## src/rtl/store_narrow_unit_if.sv

```systemverilog
// Store-unit bus interface: datapath store request/response and data memory write port.
// Signals: st_valid/st_ready/st_addr/st_data/st_size (store issue),
//          mem_req/mem_addr/mem_wdata/mem_be/mem_ack (memory write),
//          done/err/err_code/ovf (completion status).
// Modports: slave = the store unit, master = the store issuer / memory side.
interface store_narrow_unit_if #(
  parameter int unsigned ADDR_W = 32
);
  logic              st_valid;
  logic              st_ready;
  logic [ADDR_W-1:0] st_addr;
  logic [31:0]       st_data;
  logic [1:0]        st_size;
  logic              mem_req;
  logic [ADDR_W-1:0] mem_addr;
  logic [31:0]       mem_wdata;
  logic [3:0]        mem_be;
  logic              mem_ack;
  logic              done;
  logic              err;
  logic [1:0]        err_code;
  logic              ovf;

  modport slave (
    input  st_valid, st_addr, st_data, st_size, mem_ack,
    output st_ready, mem_req, mem_addr, mem_wdata, mem_be, done, err, err_code, ovf
  );

  modport master (
    output st_valid, st_addr, st_data, st_size, mem_ack,
    input  st_ready, mem_req, mem_addr, mem_wdata, mem_be, done, err, err_code, ovf
  );
endinterface

```

## src/rtl/store_narrow_unit.sv

```systemverilog
// store_narrow_unit: narrows a 32-bit register value to byte/half/word, places it on the
// correct lanes of a word-wide memory write, generates byte enables, checks alignment and
// flags values that do not survive narrowing. One store in flight at a time.
// Ports: clk, rst_n (async, active-low), sn_if (store_narrow_unit_if.slave).
// Optional feature: define STORE_SAT_EN to saturate overflowing narrowed values by sign
// instead of truncating them.
module store_narrow_unit #(
  parameter int unsigned ADDR_W      = 32,
  parameter int unsigned ACK_TIMEOUT = 15
) (
  input  logic                 clk,
  input  logic                 rst_n,
  store_narrow_unit_if.slave   sn_if
);

  localparam int unsigned CNT_W = (ACK_TIMEOUT < 2) ? 1 : $clog2(ACK_TIMEOUT);
  localparam logic [CNT_W-1:0] CNT_LAST = CNT_W'(ACK_TIMEOUT - 1);

  localparam logic [1:0] CODE_OK      = 2'b00;
  localparam logic [1:0] CODE_MISALGN = 2'b01;
  localparam logic [1:0] CODE_RSVD    = 2'b10;
  localparam logic [1:0] CODE_TIMEOUT = 2'b11;

  typedef enum logic [1:0] {
    S_IDLE = 2'b00,
    S_REQ  = 2'b01,
    S_RESP = 2'b10
  } state_e;

  state_e            state_q, state_d;
  logic [CNT_W-1:0]  cnt_q, cnt_d;
  logic [ADDR_W-1:0] mem_addr_q, mem_addr_d;
  logic [31:0]       mem_wdata_q, mem_wdata_d;
  logic [3:0]        mem_be_q, mem_be_d;
  logic              err_q, err_d;
  logic [1:0]        err_code_q, err_code_d;
  logic              ovf_q, ovf_d;
  logic              st_ready_q, mem_req_q, done_q;

  // Lane placement, byte enables, overflow and reject decode of the incoming store
  logic [31:0] d;
  logic [1:0]  a;
  logic        byte_ovf, half_ovf;
  logic [7:0]  byte_val;
  logic [15:0] half_val;
  logic [31:0] lane_wdata;
  logic [3:0]  lane_be;
  logic        lane_ovf;
  logic        rej;
  logic [1:0]  rej_code;

  always_comb begin
    d        = sn_if.st_data;
    a        = sn_if.st_addr[1:0];
    // Value survives narrowing only if all bits above the kept sign bit match it
    byte_ovf = ~((&d[31:7])  | ~(|d[31:7]));
    half_ovf = ~((&d[31:15]) | ~(|d[31:15]));
`ifdef STORE_SAT_EN
    byte_val = byte_ovf ? (d[31] ? 8'h80 : 8'h7F) : d[7:0];
    half_val = half_ovf ? (d[31] ? 16'h8000 : 16'h7FFF) : d[15:0];
`else
    byte_val = d[7:0];
    half_val = d[15:0];
`endif
    lane_wdata = d;
    lane_be    = 4'b1111;
    lane_ovf   = 1'b0;
    rej        = 1'b0;
    rej_code   = CODE_OK;
    case (sn_if.st_size)
      2'b00: begin
        lane_wdata = {4{byte_val}};
        lane_be    = 4'b0001 << a;
        lane_ovf   = byte_ovf;
      end
      2'b01: begin
        lane_wdata = {2{half_val}};
        lane_be    = a[1] ? 4'b1100 : 4'b0011;
        lane_ovf   = half_ovf;
        if (a[0]) begin
          rej      = 1'b1;
          rej_code = CODE_MISALGN;
        end
      end
      2'b10: begin
        if (a != 2'b00) begin
          rej      = 1'b1;
          rej_code = CODE_MISALGN;
        end
      end
      default: begin
        rej      = 1'b1;
        rej_code = CODE_RSVD;
      end
    endcase
  end

  // Next-state and captured-store logic
  always_comb begin
    state_d     = state_q;
    cnt_d       = cnt_q;
    mem_addr_d  = mem_addr_q;
    mem_wdata_d = mem_wdata_q;
    mem_be_d    = mem_be_q;
    err_d       = err_q;
    err_code_d  = err_code_q;
    ovf_d       = ovf_q;
    case (state_q)
      S_IDLE: begin
        if (sn_if.st_valid) begin
          if (rej) begin
            state_d    = S_RESP;
            err_d      = 1'b1;
            err_code_d = rej_code;
            ovf_d      = 1'b0;
          end else begin
            state_d     = S_REQ;
            cnt_d       = '0;
            mem_addr_d  = {sn_if.st_addr[ADDR_W-1:2], 2'b00};
            mem_wdata_d = lane_wdata;
            mem_be_d    = lane_be;
            err_d       = 1'b0;
            err_code_d  = CODE_OK;
            ovf_d       = lane_ovf;
          end
        end
      end
      S_REQ: begin
        // Ack on the final timeout cycle still counts as success
        if (sn_if.mem_ack) begin
          state_d = S_RESP;
        end else if (cnt_q == CNT_LAST) begin
          state_d    = S_RESP;
          err_d      = 1'b1;
          err_code_d = CODE_TIMEOUT;
        end else begin
          cnt_d = cnt_q + CNT_W'(1);
        end
      end
      S_RESP: begin
        state_d = S_IDLE;
      end
      default: begin
        state_d = S_IDLE;
      end
    endcase
  end

  // State and registered outputs; control outputs decode the next state
  always_ff @(posedge clk or negedge rst_n) begin
    if (!rst_n) begin
      state_q     <= S_IDLE;
      cnt_q       <= '0;
      mem_addr_q  <= '0;
      mem_wdata_q <= '0;
      mem_be_q    <= '0;
      err_q       <= 1'b0;
      err_code_q  <= CODE_OK;
      ovf_q       <= 1'b0;
      st_ready_q  <= 1'b1;
      mem_req_q   <= 1'b0;
      done_q      <= 1'b0;
    end else begin
      state_q     <= state_d;
      cnt_q       <= cnt_d;
      mem_addr_q  <= mem_addr_d;
      mem_wdata_q <= mem_wdata_d;
      mem_be_q    <= mem_be_d;
      err_q       <= err_d;
      err_code_q  <= err_code_d;
      ovf_q       <= ovf_d;
      st_ready_q  <= (state_d == S_IDLE);
      mem_req_q   <= (state_d == S_REQ);
      done_q      <= (state_d == S_RESP);
    end
  end

  assign sn_if.st_ready  = st_ready_q;
  assign sn_if.mem_req   = mem_req_q;
  assign sn_if.mem_addr  = mem_addr_q;
  assign sn_if.mem_wdata = mem_wdata_q;
  assign sn_if.mem_be    = mem_be_q;
  assign sn_if.done      = done_q;
  assign sn_if.err       = err_q;
  assign sn_if.err_code  = err_code_q;
  assign sn_if.ovf       = ovf_q;

endmodule
```

## src/flat_wrapper.sv

```systemverilog
// flat-port wrapper written by rule: the top's interface ports become plain ports
module store_narrow_unit_flat 
#(
  parameter int unsigned ADDR_W      = 32,
  parameter int unsigned ACK_TIMEOUT = 15
)
  (clk, rst_n, sn_if_st_valid, sn_if_st_addr, sn_if_st_data, sn_if_st_size, sn_if_mem_ack, sn_if_st_ready, sn_if_mem_req, sn_if_mem_addr, sn_if_mem_wdata, sn_if_mem_be, sn_if_done, sn_if_err, sn_if_err_code, sn_if_ovf);
  store_narrow_unit_if #(.ADDR_W(ADDR_W)) sn_if_i ();
  input  logic clk;
  input  logic rst_n;
  input wire logic [$bits(sn_if_i.st_valid)-1:0] sn_if_st_valid;
  input wire logic [$bits(sn_if_i.st_addr)-1:0] sn_if_st_addr;
  input wire logic [$bits(sn_if_i.st_data)-1:0] sn_if_st_data;
  input wire logic [$bits(sn_if_i.st_size)-1:0] sn_if_st_size;
  input wire logic [$bits(sn_if_i.mem_ack)-1:0] sn_if_mem_ack;
  output wire logic [$bits(sn_if_i.st_ready)-1:0] sn_if_st_ready;
  output wire logic [$bits(sn_if_i.mem_req)-1:0] sn_if_mem_req;
  output wire logic [$bits(sn_if_i.mem_addr)-1:0] sn_if_mem_addr;
  output wire logic [$bits(sn_if_i.mem_wdata)-1:0] sn_if_mem_wdata;
  output wire logic [$bits(sn_if_i.mem_be)-1:0] sn_if_mem_be;
  output wire logic [$bits(sn_if_i.done)-1:0] sn_if_done;
  output wire logic [$bits(sn_if_i.err)-1:0] sn_if_err;
  output wire logic [$bits(sn_if_i.err_code)-1:0] sn_if_err_code;
  output wire logic [$bits(sn_if_i.ovf)-1:0] sn_if_ovf;
  assign sn_if_i.st_valid = sn_if_st_valid;
  assign sn_if_i.st_addr = sn_if_st_addr;
  assign sn_if_i.st_data = sn_if_st_data;
  assign sn_if_i.st_size = sn_if_st_size;
  assign sn_if_i.mem_ack = sn_if_mem_ack;
  assign sn_if_st_ready = sn_if_i.st_ready;
  assign sn_if_mem_req = sn_if_i.mem_req;
  assign sn_if_mem_addr = sn_if_i.mem_addr;
  assign sn_if_mem_wdata = sn_if_i.mem_wdata;
  assign sn_if_mem_be = sn_if_i.mem_be;
  assign sn_if_done = sn_if_i.done;
  assign sn_if_err = sn_if_i.err;
  assign sn_if_err_code = sn_if_i.err_code;
  assign sn_if_ovf = sn_if_i.ovf;
  store_narrow_unit #(.ADDR_W(ADDR_W), .ACK_TIMEOUT(ACK_TIMEOUT)) u_core (.clk(clk), .rst_n(rst_n), .sn_if(sn_if_i));
endmodule
```

## config.mk

```make
export PLATFORM = sky130hd
export DESIGN_NAME = store_narrow_unit_flat
export DESIGN_NICKNAME = d
export VERILOG_FILES = /design/src/rtl/store_narrow_unit_if.sv /design/src/rtl/store_narrow_unit.sv /design/src/flat_wrapper.sv
export SDC_FILE = /design/constraint.sdc
export NUM_CORES = 1
export LEC_CHECK = 0
export BUFFER_PORTS_ARGS = -buffer_cell sky130_fd_sc_hd__buf_2
export CORE_ASPECT_RATIO = 0.9
export CORE_MARGIN = 2
export CORE_UTILIZATION = 44
export DETAILED_ROUTE_END_ITERATION = 8
export PLACE_DENSITY = 0.72
export RECOVER_POWER = 50
export SLEW_MARGIN = 20
export SYNTH_ARGS = -nofsm -noshare
export SYNTH_HDL_FRONTEND = slang
export SYNTH_SLANG_ARGS = --single-unit
```

## constraint.sdc

```tcl
create_clock -name clk -period 1.7 [get_ports clk]
set_clock_uncertainty 0.1 [all_clocks]
set_input_delay 0.34 -clock clk [delete_from_list [all_inputs] [get_ports clk]]
set_output_delay 0.34 -clock clk [all_outputs]
set_load 0.01 [all_outputs]
```

==> metrics.txt <==
status finished clean; Slew @ Worst Pin 0.725 ns; Post-DP HPWL roughly 6700 um; global-route wire length before repair 15000 um; IO Count about 150; Slew HR 0.517; Slowest Stage Delay on Critical Path 0.42 ns; first-pass iteration count of the detailed router 4; Sequential Power Share 0.432; fin area 0.00495 mm2; Area Growth Syn to Fin 32.3%; Slew Limit Fails 0; static leakage 2.55 nW; drt wl/cell 15.0 um; Final setup viols 0; flops & latches, synth 79; most frequent cells after synthesis nand2_1, dfrtp_1, mux2i_1; data required time of the worst path 1.84 ns; number of max-cap violations 0; Hold Startpoint sn_if_st_addr[2]; Yosys top cell by area dfrtp_1; Clock Latency Late Sink 0.35 ns; Fill cells 749; Hold/Removal Path Class in -> reg; Crit Reg-Reg Endpoint u_core.sn_if.mem_wdata[27]; GR Overflow Total 0; vias in the first global route 3085; number of vias per cell between 5 and 6; most common cell in the netlist nand2_1; Synth area leaders dfrtp_1, nand2_1, mux2i_1; area share of the leading cell type in the synthesized netlist 0.522; Post-Syn Area per Cell about 9.5 um2; launch point of the worst reg-to-reg path u_core.state_q[1]; Clk pwr share 0.231; Final Non-Filler Cells 650; Core ar. 0.00815 mm2; IO Port Bufs 142; RSZ-0062 raised after global routing no; delay-heaviest family, CP simple AND/OR/NAND/NOR gates; asr flop ratio synth 1.00; final hold slack 0.0781 ns; Root Buffer clkbuf_8; startpoint types flip-flop; via count ~3300; share of layout cells above drive strength 1 0.359; Setup WS pre-CTS ~0.0044 ns; die area 0.00926 mm2; Pint 0.00434 W; antenna diode instance count 0; Final Wtd Congestion 0.866; DRC 0; fmax between 600 and 700 MHz; top_reg_cell synth dfrtp_1; worst vdd ir 0.653 mV; die width 101 um; drt total wl 9760 um; Pwr Density 1370 mW/mm2; hold path depth 3; combinational share of power 0.337; post-placement cell area 0.00463 mm2; Synth Warn # 0; WP buf/inv 1; Clk pin slew, worst setup/hold paths 0.09 ns; die height 91.5 um; Switch Pwr 0.00242 W; cts bufs inserted 9; reg-to-reg slack, setup 0.04 ns; CTS tree done; Nets just over 600; CP Cell Sequence or3b_4 > or2_4 > buf_12 > nand2_1 > o21ai_2; worst setup path startpoint u_core.state_q[1]; Seq/Total Area, Yosys 0.529; Switching Share 0.358; Post-Syn Instances about 390; GRT Total Usage 0.207; Max H-tree Level 3; CTS max path bufs 2; worst setup margin 0.0395 ns; ANT nets after route 0; number of synthesized flops with an enable pin 0; largest net degree at the start of global routing 80; CP max FO 28; crit share post-route 0.977; Post-Syn Area 0.00374 mm2; synth unique cells 43; initial core utilization 0.459; FP Rows 31; WHS Endpoint u_core.sn_if.mem_addr[2]; CP Capture Type flip-flop; Critical Path AT roughly 1.8 ns; worst r2r path cells 5; Cells after DPL 628; Detailed Route Iter0 Violations approximately 130; initial antenna violation count 0; kind of critical path reg -> reg; clock sinks 79; final hold violation count 0; CP max-delay cell or3b_4; Tmin final 1.66 ns
## power groups by stage
| stage | clock [W] | sequential (W) | combinational (W) |
|---|---|---|---|
| floorplan | 0 | 0.00324 | 0.000937 |
| detailed placement | 0 | 0.00294 | 0.00230 |
| global placement | 0 | 0.00292 | 0.00223 |
| finish | 0.00156 | 0.00292 | 0.00228 |
| CTS | 0.00159 | 0.00291 | 0.00229 |
| global route | 0.00167 | 0.00301 | 0.00253 |
## cell usage in the layout, fill, tap and decap left out, drive strengths merged, types with 4 or more instances in the layout
cell type | netlist | layout
nand2 | 148 | 148
buf | 24 | 128
dfrtp | 78 | 78
clkbuf | 2 | 47
o21ai | 29 | 29
mux2i | 25 | 25
nor2 | 21 | 21
a21oi | 12 | 12
nand4 | 6 | 6
nor4 | 5 | 5
nor3 | 5 | 5
inv | 3 | 5
nand3 | 5 | 5
xor2 | 4 | 4
## logic make-up (layout without fill, tap and decap cells)
group                    count (synthesis)  count (layout)  synth area share
XOR/XNOR                                 4               4           0.00936
adder cells (fa/ha/maj)                  2               2           0.00669
AND/OR/NAND/NOR                        199             199             0.223
AO/OA/AOI/OAI                           54              54             0.108
other                                    1               2           0.00100
multiplexers                            25              25            0.0669
buffers and inverters                   29             186            0.0559
flip-flops                              79              79             0.529
## worst max-delay path by stage
stage | to | slack [ns] | depth (start not counted)
after global routing | u_core.sn_if.err_code[0] | 0.0003 | 7
after CTS | u_core.sn_if.ovf | 0.02 | 3
final | u_core.sn_if.mem_wdata[27] | 0.04 | 5
after global placement | u_core.sn_if.mem_wdata[24] | 0.02 | 6
after floorplan | u_core.cnt_q[0] | -0.05 | 7
after detailed placement | u_core.sn_if.mem_wdata[27] | 0.004 | 6
## sequential cells by signal, summed over array words and instances (netlist names)
register                flops
u_core.sn_if.err            1
u_core.sn_if.st_ready       1
u_core.state_q              2
u_core.sn_if.err_code       2
u_core.sn_if.done           1
u_core.sn_if.mem_req        1
u_core.sn_if.mem_addr      30
u_core.cnt_q                4
u_core.sn_if.ovf            1
u_core.sn_if.mem_be         4
u_core.sn_if.mem_wdata     32
## layer usage
metal  vias to the layer above  wire, um  GRT usage
li1                       1609         -          -
met2                       117      4420      0.316
met3                        19       718     0.0701
met4                         0       215     0.0687
met1                      1509      4400      0.275
met5                         -         0          0
## through the flow
stage                     utilization  power, W  setup TNS, ns
after global routing            0.608   0.00721              0
after CTS                       0.597   0.00680              0
after detailed placement        0.569   0.00524              0
final                           0.608   0.00676              0
after global placement          0.569   0.00515              0
after floorplan                     -   0.00418          -1.06
## worst reg2reg max path: cells and delay by family, from the launching register on
kind	cells	cell delay, ns
AND/OR/NAND/NOR	3	0.81
flip-flops	1	0.40
buffers and inverters	1	0.19
AO/OA/AOI/OAI	1	0.05
## what timing repair did
action | in CTS | in global routing
endpoints found under the hold margin | 78 | 0
setup buffers | 0 | 1
setup endpoints to repair | 0 | 60
resized for setup | 0 | 8
hold buffers | 1 | 0
## final cells by class
cell class	count	area, um2	share of cell area
flip-flops and latches	79	1980	0.400
multi-input cells	286	1630	0.329
well taps	99	124	0.0250
repair buffers	167	988	0.200
inverters	3	11.3	0.00228
clock buffers	9	124	0.0250
clock inverters	7	95.1	0.0192
(Power assumes the default switching activity.)
